<file path="config.mk">
export PLATFORM = sky130hd
export DESIGN_NAME = pipe_ctrl_flat
export DESIGN_NICKNAME = d
export VERILOG_FILES = /design/src/rtl/pipe_ctrl_pkg.sv /design/src/rtl/pipe_ctrl_if.sv /design/src/rtl/hazard_detect.sv /design/src/rtl/pipe_ctrl.sv /design/src/flat_wrapper.sv
export SDC_FILE = /design/constraint.sdc
export NUM_CORES = 1
export LEC_CHECK = 0
export ABC_AREA = 1
export CAP_MARGIN = 0
export CORE_MARGIN = 2
export CORE_UTILIZATION = 25
export CTS_CLUSTER_SIZE = 16
export DETAILED_ROUTE_END_ITERATION = 7
export GPL_TIMING_DRIVEN = 1
export PLACE_DENSITY = 0.58
export SLEW_MARGIN = 20
export SYNTH_ARGS = -nofsm -noshare
export SYNTH_HDL_FRONTEND = slang
export SYNTH_SLANG_ARGS = --single-unit
</file>
<file path="constraint.sdc">
create_clock -name clk -period 1.55 [get_ports clk]
set_clock_uncertainty 0.1 [all_clocks]
set_input_delay 0.31 -clock clk [delete_from_list [all_inputs] [get_ports clk]]
set_output_delay 0.31 -clock clk [all_outputs]
set_load 0.01 [all_outputs]
</file>
<file path="src/rtl/pipe_ctrl_pkg.sv">
// Shared processor-pipeline definitions: control FSM states, stage-register
// control words and the bubble/no-op constants used by the stage registers.
package pipe_ctrl_pkg;

    localparam int REG_W   = 3;
    localparam int STALL_W = 16;
    localparam int TMO_W   = 8;

    typedef enum logic [1:0] {
        ST_RUN       = 2'd0,
        ST_MEM_STALL = 2'd1,
        ST_HALTED    = 2'd2,
        ST_ERROR     = 2'd3
    } ctrlState_t;

    typedef struct packed {
        logic pcEn;
        logic ifidEn;
        logic idexEn;
        logic exmemEn;
        logic memwbEn;
        logic ifidFlush;
        logic idexFlush;
    } stageCtrl_t;

    localparam stageCtrl_t CTRL_FREEZE   = stageCtrl_t'(7'b00000_00);
    localparam stageCtrl_t CTRL_NORMAL   = stageCtrl_t'(7'b11111_00);
    localparam stageCtrl_t CTRL_REDIRECT = stageCtrl_t'(7'b11111_11);
    localparam stageCtrl_t CTRL_LOAD_USE = stageCtrl_t'(7'b00111_01);

    // A flushed stage register loads these: every control bit cleared.
    localparam logic [15:0] NOP_INSTR   = 16'h0000;
    localparam logic [7:0]  BUBBLE_CTRL = 8'h00;

    function automatic logic isActive(input ctrlState_t s);
        return (s == ST_RUN) || (s == ST_MEM_STALL);
    endfunction

endpackage

</file>
<file path="src/rtl/pipe_ctrl_if.sv">
// Hazard/memory status from the datapath and stage-register controls back to it.
interface pipe_ctrl_if;
    import pipe_ctrl_pkg::*;

    logic               exMemRead;
    logic [REG_W-1:0]   exWriteReg;
    logic [REG_W-1:0]   idRs;
    logic [REG_W-1:0]   idRt;
    logic               idUsesRs;
    logic               idUsesRt;
    logic               branchTaken;
    logic               memBusy;
    logic               haltWB;

    logic               pcEn;
    logic               ifidEn;
    logic               idexEn;
    logic               exmemEn;
    logic               memwbEn;
    logic               ifidFlush;
    logic               idexFlush;
    logic               halted;
    logic               memErr;
    logic [STALL_W-1:0] stallCount;
    logic [1:0]         ctrlState;

    modport master (
        output exMemRead, exWriteReg, idRs, idRt, idUsesRs, idUsesRt,
               branchTaken, memBusy, haltWB,
        input  pcEn, ifidEn, idexEn, exmemEn, memwbEn, ifidFlush, idexFlush,
               halted, memErr, stallCount, ctrlState
    );

    modport slave (
        input  exMemRead, exWriteReg, idRs, idRt, idUsesRs, idUsesRt,
               branchTaken, memBusy, haltWB,
        output pcEn, ifidEn, idexEn, exmemEn, memwbEn, ifidFlush, idexFlush,
               halted, memErr, stallCount, ctrlState
    );

endinterface

</file>
<file path="src/rtl/hazard_detect.sv">
// Load-use hazard: the ID/EX load writes a register the IF/ID instruction reads.
module hazard_detect
    import pipe_ctrl_pkg::*;
(
    input  logic             exMemRead,
    input  logic [REG_W-1:0] exWriteReg,
    input  logic [REG_W-1:0] idRs,
    input  logic [REG_W-1:0] idRt,
    input  logic             idUsesRs,
    input  logic             idUsesRt,
    output logic             loadUse
);

    assign loadUse = exMemRead & ((idUsesRs & (idRs == exWriteReg)) |
                                  (idUsesRt & (idRt == exWriteReg)));

endmodule

</file>
<file path="src/rtl/pipe_ctrl.sv">
// Pipeline control: stage enables/flushes, memory-stall timeout FSM, halt
// handling and a saturating stalled-cycle counter.
module pipe_ctrl
    import pipe_ctrl_pkg::*;
#(
    parameter int MEM_TIMEOUT = 15
) (
    input  logic       clk,
    input  logic       rst,
    pipe_ctrl_if.slave bus
);

    ctrlState_t         state;
    logic [TMO_W-1:0]   tmoCnt;
    logic [TMO_W-1:0]   tmoNext;
    logic [STALL_W-1:0] stallCnt;
    logic               loadUse;
    stageCtrl_t         ctrl;

    hazard_detect u_hazard (
        .exMemRead  (bus.exMemRead),
        .exWriteReg (bus.exWriteReg),
        .idRs       (bus.idRs),
        .idRt       (bus.idRt),
        .idUsesRs   (bus.idUsesRs),
        .idUsesRt   (bus.idUsesRt),
        .loadUse    (loadUse)
    );

    // Reset gates the controls too, since the state alone reads as RUN.
    always_comb begin
        ctrl = CTRL_FREEZE;
        if (!rst || !isActive(state) || bus.memBusy) begin
            ctrl = CTRL_FREEZE;
        end else if (bus.branchTaken) begin
            ctrl = CTRL_REDIRECT;
        end else if (loadUse) begin
            ctrl = CTRL_LOAD_USE;
        end else begin
            ctrl = CTRL_NORMAL;
        end
    end

    assign tmoNext = tmoCnt + 1'b1;

    always_ff @(posedge clk or negedge rst) begin
        if (!rst) begin
            state    <= ST_RUN;
            tmoCnt   <= '0;
            stallCnt <= '0;
        end else begin
            if (isActive(state) && !ctrl.pcEn && (stallCnt != '1)) begin
                stallCnt <= stallCnt + 1'b1;
            end
            unique case (state)
                ST_RUN: begin
                    if (bus.memBusy) begin
                        state  <= ST_MEM_STALL;
                        tmoCnt <= '0;
                    end else if (bus.haltWB) begin
                        state <= ST_HALTED;
                    end
                end
                ST_MEM_STALL: begin
                    // Comparing the incremented count makes the RUN cycle the first of N+1 busy cycles.
                    if (bus.memBusy) begin
                        if (tmoNext == TMO_W'(MEM_TIMEOUT)) begin
                            state  <= ST_ERROR;
                            tmoCnt <= '0;
                        end else begin
                            tmoCnt <= tmoNext;
                        end
                    end else begin
                        tmoCnt <= '0;
                        state  <= bus.haltWB ? ST_HALTED : ST_RUN;
                    end
                end
                ST_HALTED: state <= ST_HALTED;
                ST_ERROR:  state <= ST_ERROR;
                default:   state <= ST_RUN;
            endcase
        end
    end

    assign bus.pcEn       = ctrl.pcEn;
    assign bus.ifidEn     = ctrl.ifidEn;
    assign bus.idexEn     = ctrl.idexEn;
    assign bus.exmemEn    = ctrl.exmemEn;
    assign bus.memwbEn    = ctrl.memwbEn;
    assign bus.ifidFlush  = ctrl.ifidFlush;
    assign bus.idexFlush  = ctrl.idexFlush;
    assign bus.halted     = (state == ST_HALTED);
    assign bus.memErr     = (state == ST_ERROR);
    assign bus.stallCount = stallCnt;
    assign bus.ctrlState  = state;

endmodule

</file>
<file path="src/flat_wrapper.sv">
// flat-port wrapper written by rule: the top's interface ports become plain ports
module pipe_ctrl_flat import pipe_ctrl_pkg::*;
#(
    parameter int MEM_TIMEOUT = 15
)
  (clk, rst, bus_exMemRead, bus_exWriteReg, bus_idRs, bus_idRt, bus_idUsesRs, bus_idUsesRt, bus_branchTaken, bus_memBusy, bus_haltWB, bus_pcEn, bus_ifidEn, bus_idexEn, bus_exmemEn, bus_memwbEn, bus_ifidFlush, bus_idexFlush, bus_halted, bus_memErr, bus_stallCount, bus_ctrlState);
  pipe_ctrl_if bus_i ();
  input  logic clk;
  input  logic rst;
  input wire logic [$bits(bus_i.exMemRead)-1:0] bus_exMemRead;
  input wire logic [$bits(bus_i.exWriteReg)-1:0] bus_exWriteReg;
  input wire logic [$bits(bus_i.idRs)-1:0] bus_idRs;
  input wire logic [$bits(bus_i.idRt)-1:0] bus_idRt;
  input wire logic [$bits(bus_i.idUsesRs)-1:0] bus_idUsesRs;
  input wire logic [$bits(bus_i.idUsesRt)-1:0] bus_idUsesRt;
  input wire logic [$bits(bus_i.branchTaken)-1:0] bus_branchTaken;
  input wire logic [$bits(bus_i.memBusy)-1:0] bus_memBusy;
  input wire logic [$bits(bus_i.haltWB)-1:0] bus_haltWB;
  output wire logic [$bits(bus_i.pcEn)-1:0] bus_pcEn;
  output wire logic [$bits(bus_i.ifidEn)-1:0] bus_ifidEn;
  output wire logic [$bits(bus_i.idexEn)-1:0] bus_idexEn;
  output wire logic [$bits(bus_i.exmemEn)-1:0] bus_exmemEn;
  output wire logic [$bits(bus_i.memwbEn)-1:0] bus_memwbEn;
  output wire logic [$bits(bus_i.ifidFlush)-1:0] bus_ifidFlush;
  output wire logic [$bits(bus_i.idexFlush)-1:0] bus_idexFlush;
  output wire logic [$bits(bus_i.halted)-1:0] bus_halted;
  output wire logic [$bits(bus_i.memErr)-1:0] bus_memErr;
  output wire logic [$bits(bus_i.stallCount)-1:0] bus_stallCount;
  output wire logic [$bits(bus_i.ctrlState)-1:0] bus_ctrlState;
  assign bus_i.exMemRead = bus_exMemRead;
  assign bus_i.exWriteReg = bus_exWriteReg;
  assign bus_i.idRs = bus_idRs;
  assign bus_i.idRt = bus_idRt;
  assign bus_i.idUsesRs = bus_idUsesRs;
  assign bus_i.idUsesRt = bus_idUsesRt;
  assign bus_i.branchTaken = bus_branchTaken;
  assign bus_i.memBusy = bus_memBusy;
  assign bus_i.haltWB = bus_haltWB;
  assign bus_pcEn = bus_i.pcEn;
  assign bus_ifidEn = bus_i.ifidEn;
  assign bus_idexEn = bus_i.idexEn;
  assign bus_exmemEn = bus_i.exmemEn;
  assign bus_memwbEn = bus_i.memwbEn;
  assign bus_ifidFlush = bus_i.ifidFlush;
  assign bus_idexFlush = bus_i.idexFlush;
  assign bus_halted = bus_i.halted;
  assign bus_memErr = bus_i.memErr;
  assign bus_stallCount = bus_i.stallCount;
  assign bus_ctrlState = bus_i.ctrlState;
  pipe_ctrl #(.MEM_TIMEOUT(MEM_TIMEOUT)) u_core (.clk(clk), .rst(rst), .bus(bus_i));
endmodule
</file>
* Word level (Yosys, flattened, before mapping) *
Cells that the tools add are included.

word-level totals
  bits in registers = 26

cells by class
  add/subtract/negate cells = 2
  bitwise gates (word level) = 4
  equality and inequality tests = 10
  muxes and demuxes = 13
  reductions and logical operators = 12

operators by type and width
  operator                                             number
  2-to-1 mux 8 bit                                     3
  2-to-1 mux 7 bit                                     3
  adder 16 x 1 -> 16 bit, second input constant        1
  inequality test 16 bit, second input constant        1
  case mux 8 bit (2 select lines)                      1
  2-to-1 mux 2 bit                                     5
  adder 8 x 1 -> 8 bit, second input constant          1
  equality test 8 x 4 -> 1 bit, second input constant  1
  case mux 2 bit (4 select lines)                      1
  equality test 3 bit                                  2
  inequality test 3 bit, second input constant         2
  equality test 2 bit, second input constant           2
  AND reduction 2 bit                                  2
  bitwise AND 1 bit                                    3
  logical NOT 1 bit                                    3
  logical OR 1 bit                                     3
  equality test 2 x 1 -> 1 bit, second input constant  1
  logical AND 1 bit                                    2
  logical NOT 2 bit                                    1
  inequality test 2 bit, second input constant         1
  nonzero test 2 bit                                   1
  bitwise OR 1 bit                                     1

* Logic depth before layout (Yosys ltp) *
Gate-level depths: netlist (run 1).

  depth in word-level cells = 10
  mapped depth = 12
  depth with buffers taken out = 11

* By module *
Synthesis (run 1) repeated with hierarchy kept, for this count alone.

second synthesis, totals
  cell total of the unflattened synthesis = 246
  area, all modules = 1705.4 um^2

modules (own cells, without submodules)
  module         cells each  times used  area an instance (um^2)
  pipe_ctrl      211         1           1566.5
  hazard_detect  35          1           138.9

* Worst setup path before layout (run 1) *
OpenSTA, ideal clock, no wires.

  path kind = reg-to-reg
  start point = reg u_core.stallCnt[0], in the netlist u_core.bus.stallCount[0]
  end point = reg u_core.stallCnt[2], in the netlist u_core.bus.stallCount[2]
  data required time = 1.384 ns
  setup time = 0.066 ns
  cell stages (with the launch flop) = 11
  arrival = 1.576 ns
  path slack = -0.193 ns
  period minus slack after synthesis = 1.743 ns
  path through = dfrtp_1 ha_1 nand2_2 nor2_4 nand3_2 clkinv_1 nand4_4 nand3_2 buf_6 nand2_1 nand2_1

on the way
  cells in the longest elaborated chain, start to end = 2

ends and longest elaborated chain
  what                                                            line             text
  from (decl)                                                     pipe_ctrl.sv:16  logic [STALL_W-1:0] stallCnt;
  from (signal assigned)                                          pipe_ctrl.sv:53  stallCnt <= stallCnt + 1'b1;
  branches (longest 2 deep; another with adder 16 x 1 -> 16 bit)  -

Several ways; the timed one is not identified.
A chain may end at the register's enable or synchronous reset.

* Final worst setup path (run 1) *
  start point = reg u_core.tmoCnt[1]
  end point = reg u_core.tmoCnt[3]

on the way
  cells in the longest elaborated chain, start to end = 5

ends and longest elaborated chain
  what                               line             text
  from (decl)                        pipe_ctrl.sv:14  logic [TMO_W-1:0] tmoCnt;
  from (signal assigned)             pipe_ctrl.sv:71  tmoCnt <= tmoNext;
  adder 8 x 1 -> 8 bit *             pipe_ctrl.sv:44  assign tmoNext = tmoCnt + 1'b1;
  equality test 8 x 4 -> 1 bit       pipe_ctrl.sv:67  if (tmoNext == TMO_W'(MEM_TIMEOUT)) begin
  2-to-1 mux 8 bit *                 pipe_ctrl.sv:67
  2-to-1 mux 8 bit *                 pipe_ctrl.sv:66  if (bus.memBusy) begin
  case mux 8 bit (2 select lines) *  pipe_ctrl.sv:55  unique case (state)

Mark *: on every way between the ends. The rest lies on a longest branch, timed or not.

==> key figures, run 1 <==
Global routing
  – Antenna violations before repair: 0
  – GRT Resource Usage Total: 13.65%
  – GRT overflow: 0
  – Vias in the first global route: 1842
  – Global-route wire length before repair: approximately 8400 microns
  – Largest net degree at the start of global routing: 27

Synth
  – Most instantiated cells after synthesis: 83 x nand2_1, 32 x inv_1, 30 x nor2_1
  – Synth cell types: 23
  – Post-Syn Area: 0.001775 sq mm
  – XOR/XNOR Fraction of Synth Area: ~8.9%
  – Area leader, netlist: dfrtp_1
  – Primary FF master, synth: dfrtp_1
  – Post-synth EDFFs: 0
  – Cells after Synth: 255
  – Post-Synth Adder-Cell Area: 2.114%
  – Multiplexer share of the synthesized area: 0%
  – Synth Warn #: 0
  – Register area share after synthesis: ~37%
  – Post-synth ARST share: 100.0%
  – Largest family of logic cells by synthesized area: simple AND/OR/NAND/NOR gates
  – Simple-Gate Fraction of Synth Area: 39.46%
  – #FFs+latches synth: 26
  – Top cells by area in the synthesized netlist: dfrtp_1 37%, nand2_1 18%, xor2_1 6.9%
  – Average instance area after synthesis: 6.963 sq um
  – Compound-Gate Fraction of Synth Area: roughly 2.8%
  – Mapped Nets: 275
  – Most numerous cell in the Yosys netlist: nand2_1
  – Yosys top cell area share: 36.65%

Power and ir drop
  – Maximum VDD drop: 0.0004219 V
  – Switching share of power: 37.16%
  – Comb pwr share: 43.2%
  – Leak: 0.001411 uW
  – Pwr dens: approximately 760 mW/mm^2
  – Int Pwr: 1341 uW
  – Sequential cell fraction of total power: 38.0%
  – Clock Power Share: around a fifth
  – Psw: 793.2 uW

Worst setup path
  – Crit-path leading delay family: simple AND/OR/NAND/NOR gates
  – Bufs and invs on worst path: 0
  – Worst EP required: 1.62 ns
  – RR Startpoint: u_core.tmoCnt[1]
  – Reg-to-reg slack, setup: -0.1 ns
  – Worst r2r path cells: 8
  – CP Class: reg -> reg
  – Worst Path Max Fanout: 5
  – WP data arrival: about 1.7 ns
  – CP startpoint: u_core.tmoCnt[1]
  – Setup crit start kind: flip-flop
  – Worst Setup EP: u_core.tmoCnt[3]
  – Worst setup EP type: flip-flop
  – RR Endpoint: u_core.tmoCnt[3]
  – Crit path max-delay cell type: dfrtp_2
  – Largest stage delay, worst path: around 0.46 ns
  – CP cell instances: ha_4, xnor2_2, nor2_1, nand3_1, nor2_2, nand3_4, nand3_2, nand2_1
  – Levels on crit path: 8

STA
  – Final Hold Vio Count: 0
  – Setup WS post-layout: -0.09912 ns
  – Final setup fails: 19
  – Fmax achieved: 606.4 MHz
  – Post-layout min period: around 1.6 ns
  – Final slew viol count: 0
  – Slew HR: around three quarters
  – RSZ-0062 raised after global routing: true
  – Worst-Margin Slew: 0.3497 ns
  – Tcrit/Tclk final: 106.4%
  – Final setup TNS: -0.5657 ns

Die
  – Die Height: 88.27 microns
  – Core area: 0.006832 sq mm
  – Io pins: 44
  – # rows: 30
  – Die width: 88.27 microns
  – Initial Util: 25.99%
  – Die Area: 0.007792 sq mm

Clock network
  – Cts hold-fix bufs: 0
  – Total CTS buffers: 3
  – Clock Latency Late Sink: 0.27 ns
  – CTS tree: yes
  – Clock buffer depth: 2
  – Worst-path clk slew: 0.09 ns
  – Num Clock Sinks: 26
  – Root buffer cell: clkbuf_8
  – Htree depth: 1

Run status
  – Status: finished, violations left
  – Failing checks: negative setup slack

Placed design
  – GP Congestion: between 0.8 and 0.9
  – Post-DP HPWL: 3595 microns
  – # port buffers: 43

Routing
  – # DRC: 0
  – Total Wirelength: 5141 microns
  – Final ANT Viol Nets: 0
  – Vias per cell: 4.323
  – First-pass detailed-route iteration total: 4
  – Drt wl/cell: between 10 and 15 microns
  – Iteration-0 DRC Markers: between 100 and 150
  – Via Count: roughly 1900

Cells and area
  – Final Core Density: 41.03%
  – Layout area overhead: 57.86%
  – Antenna cells: 0
  – Ratio of cells with drive above 1 in the final layout: 35.61%
  – Nets: between 300 and 400

Min path
  – Hold Crit Class: in -> async

Flow run
  – Max-Cap Viols: 0
## cell type report
type,count,area (sq um)
clock buffer,4,45.04
fill,719,4029
inverter,33,130.1
multi-input combinational,189,1160
sequential,26,659.4
tap,96,120.1
timing repair buffer,85,688.2
## per-layer routing
metal	vias to the layer above	GRT usage [%]	part of all wire [%]
met5	-	0	0
met1	852	18.25	46
met2	40	22.69	49
met4	0	3.994	1.1
met3	6	2.332	3.9
li1	974	-	-
## how the worst min path moves through the flow
stage,end,slack [ns],depth (start not counted)
after global placement,u_core.tmoCnt[3],0.39,2
after detailed placement,u_core.tmoCnt[3],0.39,2
final,u_core.bus.stallCount[8],0.22,2
after global routing,u_core.bus.stallCount[8],0.26,2
after CTS,u_core.bus.stallCount[8],0.23,2
after floorplan,asynchronous set/reset pin,-0.09,0
## cell families after synthesis
logic type      after synthesis
compound gates                9
xor+xnor                     18
fa+ha+maj                     3
buf+inv                      42
flops                        26
simple gates                157
## sequential cells by signal (all words and copies together), names as in the netlist, named ones only
name	cells
u_core.bus.ctrlState	1
u_core.bus.stallCount	16
u_core.tmoCnt	8
## power by group through the flow
stage          logic [uW]  registers [uW]  clock network [uW]
4_1_cts               837             803                 426
6_report              921             811                 402
3_3_place_gp          856             809                   0
3_5_place_dp          869             812                   0
5_1_grt              1020             818                 459
2_1_floorplan         342             868                   0
## through the flow
stage          worst slack [ns]  hold WS [ns]  instances  power (uW)  instance area (sq um)
6_report               -0.09912        0.2211        433        2135                   2803
4_1_cts                 -0.1293        0.2282        430        2066                   2644
3_3_place_gp            -0.7702        0.3936        421        1665                   2576
2_1_floorplan           -0.1218      -0.08559        255        1210                   1813
5_1_grt                 -0.1659        0.2552        433        2299                   2803
3_5_place_dp            -0.7851        0.3912        421        1681                   2576
## layout by cell type, fill, tap and decap left out, types with 8 or more instances in the layout
master	instances
buf_2	12
nand4_1	17
buf_4	40
clkdlybuf4s15_1	8
dlygate4sd2_1	14
nand3_1	10
nor2_1	23
inv_1	23
nand3_2	8
xor2_1	12
dfrtp_1	19
nand2_1	76
## timing repair
item / 4_1_cts / 5_1_grt
endpoints found under the setup margin: 51 / 35
gates cloned: 1 / 1
pin swaps: 18 / 22
gates resized for setup: 113 / 48
buffers inserted: 4 / 2
No activity file was read; power rests on OpenSTA's default activity.
==> inputs of run 2 (changes only) <==
CTS_BUF_LIST = sky130_fd_sc_hd__clkbuf_4 sky130_fd_sc_hd__clkbuf_8 sky130_fd_sc_hd__clkbuf_16   (was unset)
==> key figures, run 2 (synthesis gave the netlist of run 1 again) <==
Run status
  – Status: finished, violations left
  – Failing checks: negative setup slack

Worst setup path
  – Largest stage delay, worst path: about 0.46 ns
  – RR Endpoint: u_core.tmoCnt[3]
  – Worst EP required: 1.62 ns
  – CP cell instances: ha_4, xnor2_2, nor2_1, nand3_1, nor2_2, nand3_4, nand3_2, nand2_1
  – CP startpoint: u_core.tmoCnt[1]
  – Setup crit start kind: flip-flop
  – Worst Path Max Fanout: 5
  – Worst Setup EP: u_core.tmoCnt[3]
  – WP data arrival: 1.72 ns
  – Worst setup EP type: flip-flop
  – Worst r2r path cells: 8
  – Reg-to-reg slack, setup: -0.1 ns
  – RR Startpoint: u_core.tmoCnt[1]
  – Crit path max-delay cell type: dfrtp_2
  – CP Class: reg -> reg

Cells and area
  – Ratio of cells with drive above 1 in the final layout: 35.91%
  – Final Core Density: 41.08%
  – Final Cell Area: ~0.0028 sq mm
  – Final cell count without fillers: 433
  – Layout area overhead: 58.07%
  – Largest register FFs: 16
  – Commonest non-fill, non-tap cell in the layout: nand2_1
  – Antenna cells: 0
  – Most frequent cells in the layout: 76 x nand2_1, 40 x buf_4, 23 x inv_1, 23 x nor2_1, 19 x dfrtp_1
  – Filler Cell Count: 717
  – Nets: 358

STA
  – Setup WS post-layout: -0.09917 ns
  – Fmax achieved: 606.4 MHz
  – Slew HR: roughly three quarters
  – Final Hold Vio Count: 0
  – Worst-Margin Slew: 0.3496 ns
  – Final setup fails: 19
  – Post-layout min period: 1.649 ns
  – RSZ-0062 raised after global routing: true
  – Final slew viol count: 0
  – Tcrit/Tclk final: 106.4%

Min path
  – Hold Crit Class: in -> async

Global routing
  – Antenna violations before repair: 0
  – Largest net degree at the start of global routing: 27
  – GRT overflow: 0
  – GRT Resource Usage Total: a little over an eighth
  – Global-route wire length before repair: 8418 microns
  – Vias in the first global route: 1842

Routing
  – # DRC: 0
  – Drt wl/cell: between 10 and 15 microns
  – Iteration-0 DRC Markers: around 100
  – Total Wirelength: a little over 5000 microns
  – Via Count: 1872
  – First-pass detailed-route iteration total: 4
  – Final ANT Viol Nets: 0
  – Vias per cell: ~4.3

Clock network
  – Num Clock Sinks: 26
  – Root buffer cell: clkbuf_8
  – Htree depth: 1
  – Cts hold-fix bufs: 0
  – CTS tree: yes
  – Clock buffer depth: 2
  – Worst-path clk slew: 0.09 ns
  – Total CTS buffers: 3
  – Clock Latency Late Sink: between 0.2 and 0.3 ns

Power and ir drop
  – Maximum VDD drop: 0.0004220 V
  – Int Pwr: 1359 uW
  – Pwr dens: about 770 mW/mm^2
  – Sequential cell fraction of total power: a little under two fifths
  – Psw: 793.7 uW
  – Switching share of power: a little under two fifths
  – Comb pwr share: 42.8%
  – Leak: 0.001414 uW
  – Clock Power Share: 19.5%

Die
  – Die width: 88.27 microns
  – Io pins: 44
  – Die Area: between 0.007 and 0.008 sq mm
  – Die Height: 88.27 microns
  – Initial Util: between 20 and 30%
  – # rows: 30
  – Core area: 0.006832 sq mm

Placed design
  – GP Congestion: 0.8469
  – Cell Area, Placed: 0.002576 sq mm
  – Post-DP HPWL: 3595 microns
  – Placed cells: 421
  – # port buffers: 43

Flow run
  – Max-Cap Viols: 0
## run 2: metrics by stage
step | total power [uW] | worst slack, ns | hold WS, ns | TNS [ns]
final | 2153 | -0.09917 | 0.2211 | -0.5694
after global routing | 2317 | -0.1660 | 0.2552 | -2.219
after CTS | 2084 | -0.1293 | 0.2282 | -1.972
after detailed placement | 1681 | -0.7851 | 0.3912 | -17.41
after global placement | 1665 | -0.7702 | 0.3936 | -16.53
after floorplan | 1210 | -0.1218 | -0.08559 | -1.542
## run 2: power groups by stage
stage	Clock [uW]	Combinational (uW)	Sequential, uW
finish	420	922	811
global route	477	1020	818
floorplan	0	342	868
CTS	444	837	803
detailed placement	0	869	812
global placement	0	856	809
## run 2: worst min-delay path by stage
stage               slack (ns)                          to  depth (start not counted)             start
floorplan                -0.09  asynchronous set/reset pin                          0               rst
global placement          0.39            u_core.tmoCnt[3]                          2  u_core.tmoCnt[3]
detailed placement        0.39            u_core.tmoCnt[3]                          2  u_core.tmoCnt[3]
CTS                       0.23    u_core.bus.stallCount[8]                          2               rst
global route              0.26    u_core.bus.stallCount[8]                          2               rst
finish                    0.22    u_core.bus.stallCount[8]                          2               rst
## run 2: cell type report
| type | instances | area [sq um] | area share (%) |
|---|---|---|---|
| flip-flops and latches | 26 | 659.4 | 23.50 |
| repair buffers | 85 | 688.2 | 24.52 |
| clock buffers | 4 | 48.80 | 1.739 |
| inverters | 33 | 130.1 | 4.637 |
| well taps | 96 | 120.1 | 4.280 |
| multi-input cells | 189 | 1160 | 41.33 |
## run 2: critical path, delay by kind of cell, from the launching register on
| family | cells | cell delay, ns |
|---|---|---|
| xor gates and xnor gates | 1 | 0.14 |
| and+or+nand+nor | 6 | 0.66 |
| DFF | 1 | 0.46 |
| adders and majority gates | 1 | 0.19 |
## run 2: routing by layer
metal	up-vias	global-route usage (%)	wire, microns
li1	974	-	-
met1	852	18.25	2380
met2	40	22.69	2502
met3	6	2.332	200
met4	0	3.994	59
met5	-	0	0
## run 2: what timing repair did
| action | CTS | global route |
|---|---|---|
| resized for setup | 113 | 48 |
| endpoints found under the setup margin | 51 | 35 |
| setup buffers | 4 | 2 |
| pin swaps | 18 | 22 |
| cloned | 1 | 1 |
==> inputs of run 3 (changes only) <==
CAP_MARGIN = 25   (was 0)
==> results of run 3 <==
Same layout as run 2: the final DEF is identical, and so are final timing and power.
